[config.mk]
export PLATFORM = sky130hd
export DESIGN_NAME = branch_resolver
export DESIGN_NICKNAME = d
export VERILOG_FILES = /design/src/rtl/dlx_pkg.sv /design/src/rtl/branch_cmp.sv /design/src/rtl/branch_resolver.sv
export SDC_FILE = /design/constraint.sdc
export NUM_CORES = 1
export LEC_CHECK = 0
export ABC_AREA = 1
export CAP_MARGIN = 20
export CORE_ASPECT_RATIO = 0.8
export CORE_MARGIN = 4
export CORE_UTILIZATION = 38
export CTS_CLUSTER_SIZE = 12
export DETAILED_ROUTE_END_ITERATION = 10
export DONT_BUFFER_PORTS = 1
export PLACE_DENSITY = 0.5
export REMOVE_ABC_BUFFERS = 1
export SETUP_SLACK_MARGIN = 0.05
export SLEW_MARGIN = 20
export SYNTH_ARGS = -nofsm -noshare
export SYNTH_HDL_FRONTEND = slang
export SYNTH_HIERARCHICAL = 1
export SYNTH_SLANG_ARGS = --single-unit
[constraint.sdc]
create_clock -name clk -period 1.3 [get_ports clk]
set_input_delay 0.26 -clock clk [delete_from_list [all_inputs] [get_ports clk]]
set_output_delay 0.26 -clock clk [all_outputs]
set_load 0.005 [all_outputs]
[src/rtl/dlx_pkg.sv]
// Shared DLX decode definitions: branch compare-mode encodings and the
// branch-resolution FSM state type.
package dlx_pkg;

    localparam logic [2:0] BR_EQ  = 3'd0;
    localparam logic [2:0] BR_NE  = 3'd1;
    localparam logic [2:0] BR_LTZ = 3'd2;
    localparam logic [2:0] BR_GEZ = 3'd3;
    localparam logic [2:0] BR_LEZ = 3'd4;
    localparam logic [2:0] BR_GTZ = 3'd5;
    localparam logic [2:0] BR_LT  = 3'd6;
    localparam logic [2:0] BR_LTU = 3'd7;

    typedef enum logic [1:0] {
        BR_IDLE = 2'd0,
        BR_WAIT = 2'd1,
        BR_DONE = 2'd2,
        BR_HOLD = 2'd3
    } br_state_e;

endpackage

[src/rtl/branch_cmp.sv]
// Combinational branch condition evaluator; zero-compare modes look only at a.
module branch_cmp
    import dlx_pkg::*;
#(
    parameter int unsigned BUS_SIZE = 32
) (
    input  logic [BUS_SIZE-1:0] a,
    input  logic [BUS_SIZE-1:0] b,
    input  logic [2:0]          mode,
    output logic                taken
);

    logic a_neg;
    logic a_zero;

    always_comb begin
        a_neg  = a[BUS_SIZE-1];
        a_zero = (a == '0);
        taken  = 1'b0;
        case (mode)
            BR_EQ:   taken = (a == b);
            BR_NE:   taken = (a != b);
            BR_LTZ:  taken = a_neg;
            BR_GEZ:  taken = !a_neg;
            BR_LEZ:  taken = a_neg | a_zero;
            BR_GTZ:  taken = !a_neg & !a_zero;
            BR_LT:   taken = ($signed(a) < $signed(b));
            BR_LTU:  taken = (a < b);
            default: taken = 1'b0;
        endcase
    end

endmodule

[src/rtl/branch_resolver.sv]
// ID-stage branch resolution: waits for final operands, registers the
// decision and target, and holds them while downstream is stalled.
module branch_resolver
    import dlx_pkg::*;
#(
    parameter int unsigned BUS_SIZE = 32,
    parameter int unsigned PC_SIZE  = 32,
    parameter int unsigned MAX_WAIT = 7
) (
    input  logic                clk,
    input  logic                rst_n,
    input  logic                br_valid,
    input  logic [2:0]          br_mode,
    input  logic [BUS_SIZE-1:0] a,
    input  logic [BUS_SIZE-1:0] b,
    input  logic                ops_ready,
    input  logic [PC_SIZE-1:0]  pc_next,
    input  logic [PC_SIZE-1:0]  offset,
    input  logic                ex_stall,
    output logic                stall_id,
    output logic                br_done,
    output logic                br_taken,
    output logic [PC_SIZE-1:0]  br_target,
    output logic                flush_if,
    output logic                wait_err
);

    localparam int unsigned    CNT_W    = $clog2(MAX_WAIT + 1);
    localparam logic [CNT_W-1:0] CNT_LAST = CNT_W'(MAX_WAIT - 1);
    localparam logic [CNT_W-1:0] CNT_MAX  = CNT_W'(MAX_WAIT);

    br_state_e          state_q, state_d;
    logic [CNT_W-1:0]   cnt_q, cnt_d;
    logic               done_q, done_d;
    logic               taken_q, taken_d;
    logic [PC_SIZE-1:0] target_q, target_d;
    logic               flush_q, flush_d;
    logic               err_q, err_d;

    logic               cmp_taken;
    logic [PC_SIZE-1:0] cap_target;
    logic               capture;

    branch_cmp #(.BUS_SIZE(BUS_SIZE)) u_cmp (
        .a     (a),
        .b     (b),
        .mode  (br_mode),
        .taken (cmp_taken)
    );

    assign cap_target = cmp_taken ? (pc_next + offset) : pc_next;

    always_comb begin
        state_d  = state_q;
        cnt_d    = cnt_q;
        done_d   = done_q;
        taken_d  = taken_q;
        target_d = target_q;
        flush_d  = 1'b0;
        err_d    = err_q;
        stall_id = 1'b0;
        capture  = 1'b0;

        case (state_q)
            BR_IDLE: begin
                done_d = 1'b0;
                if (br_valid && ops_ready) begin
                    capture = 1'b1;
                end else if (br_valid) begin
                    stall_id = 1'b1;
                    cnt_d    = '0;
                    state_d  = BR_WAIT;
                end
            end
            BR_WAIT: begin
                stall_id = 1'b1;
                // Error is flagged even when ready arrives on the same cycle.
                if (cnt_q == CNT_LAST) err_d = 1'b1;
                if (cnt_q != CNT_MAX) cnt_d = cnt_q + CNT_W'(1);
                if (ops_ready) capture = 1'b1;
            end
            BR_DONE: begin
                if (ex_stall) begin
                    state_d = BR_HOLD;
                end else if (br_valid && ops_ready) begin
                    capture = 1'b1;
                end else begin
                    done_d  = 1'b0;
                    state_d = BR_IDLE;
                end
            end
            BR_HOLD: begin
                stall_id = 1'b1;
                if (!ex_stall) begin
                    done_d  = 1'b0;
                    state_d = BR_IDLE;
                end
            end
            default: state_d = BR_IDLE;
        endcase

        if (capture) begin
            done_d   = 1'b1;
            taken_d  = cmp_taken;
            target_d = cap_target;
            flush_d  = cmp_taken;
            state_d  = BR_DONE;
        end
    end

    always_ff @(posedge clk or negedge rst_n) begin
        if (!rst_n) begin
            state_q  <= BR_IDLE;
            cnt_q    <= '0;
            done_q   <= 1'b0;
            taken_q  <= 1'b0;
            target_q <= '0;
            flush_q  <= 1'b0;
            err_q    <= 1'b0;
        end else begin
            state_q  <= state_d;
            cnt_q    <= cnt_d;
            done_q   <= done_d;
            taken_q  <= taken_d;
            target_q <= target_d;
            flush_q  <= flush_d;
            err_q    <= err_d;
        end
    end

    assign br_done   = done_q;
    assign br_taken  = taken_q;
    assign br_target = target_q;
    assign flush_if  = flush_q;
    assign wait_err  = err_q;

endmodule

==> flow_summary.ini <==
[outcome]
status = finished with violations
violations = negative setup slack

[power]
p_int_mw = 5.08
pwr-share-seq_pct = 27.8
cellPowerDensity_nw_per_um2 = 1160
max-vdd-ir-drop_mv = 0.799
p_sw_mw = 3.68
switching_share_pct = 42.0
combPwrFrac_pct = 54.6
power.leakage_nw = 4.07
clkPwrFrac_pct = 17.5

[layout]
utilization_pct = 54.8
final_nets = 1227
multi_input_area_um2 = 4450
layout-drive-gt1-share_pct = 26.5
area_growth_pct = 39.0
n_antenna_cell = 0
nFillCells = 1398
final_cell_area_um2 = 7550
regArea_um2 = 1030

[sta]
drv_slew = 0
holdWs_ns = 0.105
worst_slew_pin_slew_ns = 0.286
timing_hold_violations_final = 0
finalCritPeriodShare_pct = 146
fin_setup_tns_ns = -18.84
setup_ws_ns = -0.592
finClkSkew_ns = 0.00487
setup_viol = 36
rsz0062_at_grt = yes
relSlewSlack_pct = 80.9
timing.fmax_mhz = 528
period_needed_ns = 1.89

[clock_tree]
cts_sinks = 41
cts_tree = yes
clock_latency_ns = 0.31
cts_max_level = 2
path_clk_slew_ns = 0.07
numCtsBuffers = 5
clock_path_buffers = 2
root_buffer = clkbuf_16

[floorplan]
start_util_pct = 39.4
fp.dieH_um = 115
die_x_um = 142
num_io_pins = 173
die_area_um2 = 16300
core_um2 = 13800
rows = 38

[placement]
port-buffer-count = 0
post_dp_cell_area_um2 = 6170
pre_cts_ws_ns = -1.04
gp_congestion = 0.860
post-dp-hpwl_mm = 14.0

[detailed_routing]
drtAntennaViolNets = 0
vias = 5857
wl_met2_mm = 8.12
top_layer = met4
routedWlPerCell_um = 15.3
drt-met1-wl_mm = 8.91
first_iter_violations = 260
wirelength_mm = 18.4
route.met3.wl_mm = 1.18
firstDrtPassIters = 4
viasPerCell = 4.86
post-route-drc-count = 0

[global_routing]
grt_max_degree = 42
grt_pass1_wl_mm = 28.8
grt_pass1_vias = 5743
antenna_found_initial = 0
grt_usage_pct = 22.2
grt-ovfl-total = 0

[critical_path]
reg2reg_depth = 8
arrival_ns = 2.09
worstSetupStartpoint = b[25]
regToRegEndpoint = br_target[22]
worstPathRequired_ns = 1.50
crit_path_max_fanout = 8
endpoint_kind = register
timing_worst_setup_path_type = in -> reg
path_buf_inv = 3
r2r-start = state_q[0]
cp-endpoint = br_target[22]
cp_common_cell = nand2_1
cp_slowest_cell = ha_4
r2r_slack_ns = -0.25
crit_family = simple AND/OR/NAND/NOR gates
max_stage_delay_ns = 0.26
crit_chain = inv_2 -> ha_4 -> nand2_2 -> nor2_4 -> nand2_4 -> nor2_4 -> nand4_1 -> nand2_1 -> nand4_1 -> nor2_2 -> a21oi_4 -> buf_12 -> nand2_8 -> clkbuf_16 -> nand2_2 -> nand2_1 -> nand2_1
crit_path_start_kind = input pin
worstSetupPathDepth = 17

[logic_synthesis]
synth_top_area_cell = nand2_1
postSynthAreaPerCell_um2 = 5.80
synthCells = 937
async_flop_share_pct = 100
yosys_warnings = 6
synth_top_flop_cell = dfrtp_1
syn_area_um2 = 5430
synth_top_area_share_pct = 24.7
ys_seq_area_share_pct = 18.9
ys_ff_latch = 41
synth_enable_flop_cells = 0
synth_cell_type_count = 40
yosys-top-cells-area = nand2_1 (25%), dfrtp_1 (19%), ha_1 (15%), inv_1 (11%), nor2_1 (6.4%)

[worst_hold_path]
min-delay-path-class = in -> reg

[job]
cap_violations = 0
[cell type report]
cell class                      instances  area share (%)
Multi-Input combinational cell        714            59.0
Sequential cell                        41            13.6
Timing Repair Buffer                   93            12.7
Inverter                              169            9.49
Tap cell                              180            2.98
Clock buffer                            5            1.66
Clock inverter                          3           0.613
[through the flow]
stage / instances / power, mW
after detailed placement: 1178 / 5.95
after floorplan: 924 / 4.56
after global placement: 1178 / 5.94
final: 1205 / 8.76
after global routing: 1205 / 9.49
after CTS: 1202 / 8.48
[worst min path at each step]
stage | start | to | slack [ns] | depth (start not counted)
after global placement | rst_n | br_target[1] | -0.03 | 0
final | pc_next[1] | br_target[1] | 0.10 | 2
after detailed placement | rst_n | br_target[1] | -0.03 | 0
after global routing | pc_next[1] | br_target[1] | 0.11 | 2
after floorplan | rst_n | br_done | -0.04 | 0
after CTS | pc_next[1] | br_target[1] | 0.10 | 2
[kinds of logic after synthesis]
group	share of synthesized area (%)
and+or+nand+nor	40.9
buffers and inverters	13.5
AOI/OAI and AO/OA	8.82
adders and majority gates	15.6
DFF	18.9
xor gates and xnor gates	2.26
[power groups by stage]
stage	logic, mW	clock network (mW)	registers (mW)
2_1_floorplan	2.24	0	2.32
3_3_place_gp	3.48	0	2.45
3_5_place_dp	3.49	0	2.46
4_1_cts	4.46	1.57	2.45
5_1_grt	5.35	1.61	2.53
6_report	4.79	1.53	2.44
[state kept, by name, summed over array words and instances (netlist names)]
register / flops
br_done: 1
br_taken: 1
cnt_q: 3
state_q: 2
flush_if: 1
wait_err: 1
br_target: 32
[layout by cell type (no fill, tap or decap), types with 12 or more instances in the layout]
master,count
inv_2,22
nand2_1,322
ha_1,37
xor2_1,12
nor2_1,79
nand3_1,47
ha_4,27
a21oi_1,40
a21oi_2,16
inv_1,134
nor2_4,12
nand2_2,33
nand3_2,12
buf_4,73
dfrtp_1,41
[Yosys cell counts, types with 2 or more instances]
library cell,count
clkbuf_8,2
o21bai_1,3
a21o_1,3
nor3_1,6
nand2_1,358
ha_1,66
buf_6,2
xnor2_1,2
o21ai_0,8
o21a_1,2
inv_1,166
nand3_2,2
dfrtp_1,41
buf_2,4
nor2_2,6
a21oi_1,59
o21ai_1,4
o221ai_1,4
nand2_2,8
and2_1,2
buf_4,2
nor2_1,93
a31oi_1,2
nand4_1,7
or2_2,2
inv_2,2
nand3_1,57
xor2_1,12
[what timing repair did]
item	4_1_cts	5_1_grt
setup endpoints to repair	40	40
cloned	6	2
hold endpoints to repair	41	0
pin swaps	103	55
buffers inserted	10	4
gates resized for setup	163	61
hold buffers	2	0
[routing by layer]
layer | track usage [%] | up-vias
met4 | 4.48 | 0
met5 | 0 | -
met3 | 4.99 | 13
met1 | 30.3 | 2634
met2 | 36.4 | 123
li1 | - | 3087
No activity file was read; power rests on OpenSTA's default activity.
